$ cat src/rtl/cmp_sequencer.sv
// cmp_sequencer: compares two NIBBLES x 4-bit operands one nibble at a time,
// MSB first, through a single shared external 4-bit magnitude comparator.
// Stops at the first differing nibble. Signed mode flips the sign bit of the
// top nibble so the unsigned comparator orders two's-complement values.
module cmp_sequencer #(
  parameter int NIBBLES = 4
) (
  input  logic                 i_clk,
  input  logic                 i_rst_n,
  input  logic                 i_start,
  input  logic                 i_signed,
  input  logic [4*NIBBLES-1:0] i_operand_a,
  input  logic [4*NIBBLES-1:0] i_operand_b,
  output logic [3:0]           o_cmp_operand1,
  output logic [3:0]           o_cmp_operand2,
  output logic                 o_cmp_enable,
  input  logic                 i_cmp_less,
  input  logic                 i_cmp_equal,
  input  logic                 i_cmp_greater,
  output logic                 o_busy,
  output logic                 o_done,
  output logic                 o_a_lt_b,
  output logic                 o_a_eq_b,
  output logic                 o_a_gt_b,
  output logic                 o_err
);

  localparam int W  = 4 * NIBBLES;
  localparam int IW = (NIBBLES > 1) ? $clog2(NIBBLES) : 1;
  localparam logic [IW-1:0] IDX_TOP = IW'(NIBBLES - 1);

  typedef enum logic [1:0] {S_IDLE, S_COMPARE, S_DONE} state_t;

  state_t          r_state, w_next;
  logic [W-1:0]    r_a, r_b;
  logic            r_signed;
  logic [IW-1:0]   r_idx;
  logic            r_lt, r_eq, r_gt, r_err;

  logic            w_accept;
  logic [2:0]      w_flags;
  logic            w_is_lt, w_is_eq, w_is_gt;
  logic            w_bias;
  logic [3:0]      w_nib_a, w_nib_b;

  // New compares are only taken when no compare is in flight.
  assign w_accept = i_start && (r_state != S_COMPARE);
  assign w_flags  = {i_cmp_less, i_cmp_equal, i_cmp_greater};
  assign w_is_lt  = (w_flags == 3'b100);
  assign w_is_eq  = (w_flags == 3'b010);
  assign w_is_gt  = (w_flags == 3'b001);
  assign w_bias   = r_signed && (r_idx == IDX_TOP);

  // State register; reset aborts any compare in flight.
  always_ff @(posedge i_clk or negedge i_rst_n) begin
    if (!i_rst_n) r_state <= S_IDLE;
    else          r_state <= w_next;
  end

  // Next-state: leave COMPARE on a decisive, final-equal or illegal flag set.
  always_comb begin
    w_next = r_state;
    case (r_state)
      S_IDLE:    if (w_accept) w_next = S_COMPARE;
      S_COMPARE: begin
        if (w_is_lt || w_is_gt)           w_next = S_DONE;
        else if (w_is_eq && r_idx != '0)  w_next = S_COMPARE;
        else                              w_next = S_DONE;
      end
      S_DONE:    w_next = w_accept ? S_COMPARE : S_IDLE;
      default:   w_next = S_IDLE;
    endcase
  end

  // Select the current nibble of each latched operand.
  always_comb begin
    w_nib_a = '0;
    w_nib_b = '0;
    for (int n = 0; n < NIBBLES; n++) begin
      if (r_idx == IW'(n)) begin
        w_nib_a = r_a[4*n +: 4];
        w_nib_b = r_b[4*n +: 4];
      end
    end
  end

  // Comparator drive and status, decoded from state only.
  always_comb begin
    o_cmp_enable   = (r_state == S_COMPARE);
    o_busy         = (r_state == S_COMPARE);
    o_done         = (r_state == S_DONE);
    o_cmp_operand1 = '0;
    o_cmp_operand2 = '0;
    if (r_state == S_COMPARE) begin
      o_cmp_operand1 = w_nib_a ^ {w_bias, 3'b000};
      o_cmp_operand2 = w_nib_b ^ {w_bias, 3'b000};
    end
  end

  // Operand latch, nibble index and result flags.
  always_ff @(posedge i_clk or negedge i_rst_n) begin
    if (!i_rst_n) begin
      r_a      <= '0;
      r_b      <= '0;
      r_signed <= 1'b0;
      r_idx    <= IDX_TOP;
      r_lt     <= 1'b0;
      r_eq     <= 1'b0;
      r_gt     <= 1'b0;
      r_err    <= 1'b0;
    end else if (w_accept) begin
      r_a      <= i_operand_a;
      r_b      <= i_operand_b;
      r_signed <= i_signed;
      r_idx    <= IDX_TOP;
      r_lt     <= 1'b0;
      r_eq     <= 1'b0;
      r_gt     <= 1'b0;
      r_err    <= 1'b0;
    end else if (r_state == S_COMPARE) begin
      if (w_is_lt)                     r_lt  <= 1'b1;
      else if (w_is_gt)                r_gt  <= 1'b1;
      else if (w_is_eq && r_idx == '0) r_eq  <= 1'b1;
      else if (w_is_eq)                r_idx <= r_idx - IW'(1);
      else begin
        r_err <= 1'b1;
        r_lt  <= 1'b0;
        r_eq  <= 1'b0;
        r_gt  <= 1'b0;
      end
    end
  end

  assign o_a_lt_b = r_lt;
  assign o_a_eq_b = r_eq;
  assign o_a_gt_b = r_gt;
  assign o_err    = r_err;

endmodule

$ cat config.mk
export PLATFORM = sky130hd
export DESIGN_NAME = cmp_sequencer
export DESIGN_NICKNAME = d
export VERILOG_FILES = /design/src/rtl/cmp_sequencer.sv
export SDC_FILE = /design/constraint.sdc
export NUM_CORES = 1
export LEC_CHECK = 0
export CAP_MARGIN = 10
export CELL_PAD_IN_SITES_DETAIL_PLACEMENT = 0
export CELL_PAD_IN_SITES_GLOBAL_PLACEMENT = 2
export CORE_ASPECT_RATIO = 0.5
export CORE_UTILIZATION = 32
export CTS_BUF_LIST = sky130_fd_sc_hd__clkbuf_4 sky130_fd_sc_hd__clkbuf_8
export DETAILED_ROUTE_END_ITERATION = 12
export PLACE_DENSITY_LB_ADDON = 0.3
export SYNTH_ARGS = -nofsm -noshare
export SYNTH_HDL_FRONTEND = slang
export SYNTH_SLANG_ARGS = --single-unit
$ cat constraint.sdc
create_clock -name i_clk -period 2.4 [get_ports i_clk]
set_input_delay 0.24 -clock i_clk [delete_from_list [all_inputs] [get_ports i_clk]]
set_output_delay 0.24 -clock i_clk [all_outputs]
set_load 0.05 [all_outputs]
==> summary.txt <==
Status
  – Status: complete, no violations

Timing
  – Slew headroom: 37.93%
  – Setup violators final: 0
  – Worst Clk Skew: 0.009170 ns
  – Slew @ Worst Pin: 0.9310 ns
  – Hold Vio Cnt, Final: 0
  – Min Tclk post-route: 2.306 ns
  – RSZ-0062 raised after global routing: yes
  – Final slew viol count: 0
  – Final worst-path cycle share: 96.06%
  – F_max: 433.7 MHz

Power and ir drop
  – Peak supply drop: 0.2324 mV
  – P_leak: 0.001331 uW
  – Cell Pwr Density: 660.9 nW/um^2

Job
  – Max-cap violations: 0

Worst setup path
  – RR Endpoint: r_idx[1]
  – Max incr delay on CP: 0.55 ns
  – Crit. End Element: primary output
  – FF-to-FF setup slack: 0.62 ns
  – Largest delay share family, worst path: flip-flops
  – Critical path class: reg -> out
  – WP data required: 2.16 ns
  – CP Depth: 6
  – Crit path arrival time: 2.07 ns
  – Startpoint types: flip-flop
  – Critical path origin: r_idx[1]
  – Worst r2r src: r_idx[0]
  – Worst-path fanout max: 7
  – Crit path buf inv count: 2
  – Worst Setup EP: o_cmp_operand1[3]
  – Critical-path top delay cell: dfstp_2
  – Crit-path cells: inv_1 > ha_1 > nor2b_4 > a221oi_2 > o41ai_4 > buf_12
  – R2R depth: 6

Floorplan
  – Die Span Y: 59.19 um
  – Die Wd: 116.4 um
  – Starting Density: 33.87%
  – Die area: 6889 um^2
  – Top Ports: 54
  – Core ar.: 6181 um^2
  – # rows: 20

Drt
  – Via count: 1,460
  – Final antenna-violating net count: 0
  – Routed wire length: 4543 um
  – First-pass DRT Iterations: 4
  – Vias per cell: 4.803
  – Drt wl/cell: 14.94 um
  – First DRT Iteration DRCs: 53
  – DRC viols: 0

Logic synthesis
  – EDFF count, synth: 0
  – Top post-synthesis cells by area: dfrtp_1 47%, mux2_2 16%, o41ai_2 5.4%
  – Area leader, netlist: dfrtp_1
  – Yosys reg bits: 41
  – Sequential share of the synthesized area: 49.13%
  – Yosys top cell area share: 46.62%
  – Post-synth ARST share: 100.0%
  – Number of synthesis warnings: 0
  – Mapped Avg Cell Area: 12.92 um^2
  – Top_reg_cell synth: dfrtp_1
  – Post-Syn Area: 2093 um^2
  – Post-synth top cells: 39 x dfrtp_1, 30 x mux2_2, 10 x nor2b_1
  – Netlist cell types: 36
  – Post-Synthesis Cells: 162
  – Top-count cell post-synth: dfrtp_1
  – Syn_nets: 205

CTS
  – Clock Pin Slew Worst Setup and Hold Paths: 0.09 ns
  – Root buffer cell: clkbuf_8
  – # Post-CTS Setup Buffers: 0
  – CTS max path bufs: 2
  – CTS tree: built
  – TritonCTS Buffers: 5
  – H-tree depth: 2
  – Clock latency on the worst-skew pair: 0.29 ns
  – Sinks on Clock Net: 41

GRT
  – First-pass GRT wire length: 7755 um
  – Initial antenna violation count: 0
  – Vias in the first global route: 1,582
  – Total grt overflow: 0
  – Largest net degree at the start of global routing: 42
  – Tot GR Track Use: 14.90%

Cells and area
  – Cell Count, Final, Fillers Out: 304
  – Layout fillers: 562
  – Area delta synth->final: 42.44%
  – Ant. Diodes: 0
  – Layout cells sized above 1: 33.33%
  – Core Util, Final: 48.24%
  – Layout Nets: 258

Min path
  – Hold Path Class: in -> async

Placed design
  – Placed insts: 296
  – Placer Congestion: 0.7119
  – IO buf count: 53
  – DP HPWL: 3228 um
layout by cell type, fill, tap and decap left out, types with 2 or more instances in the layout:
master           instances
a21oi_1                  3
a221oi_1                 3
a221oi_2                 4
buf_12                   8
buf_4                    6
clkbuf_8                 5
clkdlybuf4s50_1         42
dfrtp_1                 39
dfstp_2                  2
ha_1                     3
inv_1                    5
mux2_1                   3
mux2_2                  30
mux2i_1                  2
nand2_1                  2
nand2b_1                 2
nand3_1                  7
nor2_1                   2
nor2b_1                  9
nor3_1                   3
o21ai_0                  5
o2bb2ai_1                2
o41ai_4                  7
or3b_1                   2
xor2_1                   2
report_power, final:
part	internal [uW]	total (uW)	switching, uW
Sequential	796	859	63.2
Combinational	274	544	270
Clock	324	567	244
Total	1390	1970	577
sequential cells by signal (all words and copies together) (netlist names):
register	flops
o_a_eq_b	1
o_a_gt_b	1
o_a_lt_b	1
o_err	1
r_a	16
r_b	16
r_idx	2
r_signed	1
r_state	2
how the worst min path moves through the flow:
stage                    end  slack, ns  depth (start not counted)  startpoint
floorplan           o_a_eq_b      -0.06                          0     i_rst_n
global placement      r_a[8]       0.44                          1     i_rst_n
detailed placement   r_b[14]       0.44                          1     i_rst_n
CTS                  r_b[14]       0.11                          1     i_rst_n
global route          r_b[2]       0.15                          1     i_rst_n
finish               r_b[14]       0.08                          1     i_rst_n
worst register-to-register path, cell delays in order, from the launching register on:
cell     delay, ns
dfstp_2       0.56
inv_1         0.08
ha_1          0.21
buf_4         0.15
nor4b_4       0.34
mux2i_1       0.17
a32oi_1       0.19
repair_timing:
item,CTS,global route
pin swaps,0,4
hold buffers,0,0
setup endpoints to repair,7,6
gates resized for setup,3,4
metrics by stage:
step / TNS, ns / setup WS [ns] / hold WS [ns] / cell area [um^2] / power (uW)
finish: 0 / 0.09447 / 0.08125 / 2982 / 1970
global route: -0.03252 / -0.01565 / 0.1544 / 2982 / 2081
CTS: 0 / 0.06244 / 0.1118 / 2957 / 1997
detailed placement: 0 / 0.1319 / 0.4399 / 2831 / 1418
global placement: 0 / 0.1237 / 0.4374 / 2831 / 1403
floorplan: 0 / 0.2289 / -0.05559 / 2172 / 1200
final cells by class:
| cell class | instances | area [um^2] | area share [%] |
|---|---|---|---|
| multi-input cells | 104 | 1075 | 36.05 |
| flip-flops and latches | 41 | 1028 | 34.49 |
| repair buffers | 57 | 630.6 | 21.15 |
| well taps | 88 | 110.1 | 3.693 |
| clock buffers | 6 | 76.32 | 2.560 |
| clock inverters | 2 | 38.79 | 1.301 |
| inverters | 6 | 22.52 | 0.7554 |
per-layer routing:
metal | up-vias | routed length, um | track usage [%]
met2 | 30 | 2095 | 24.60
met3 | 4 | 149 | 4.090
met4 | 0 | 35 | 2.747
li1 | 704 | - | -
met5 | - | 0 | 0
met1 | 722 | 2262 | 19.90
logic make-up after synthesis:
group / Yosys count / synth area share (%)
AO/OA/AOI/OAI: 28 / 12.73
XOR/XNOR: 3 / 1.255
adder cells (fa/ha/maj): 4 / 2.391
buffers and inverters: 17 / 4.961
flip-flops: 41 / 49.13
multiplexers: 35 / 18.71
AND/OR/NAND/NOR: 34 / 10.82
(Power assumes the default switching activity.)
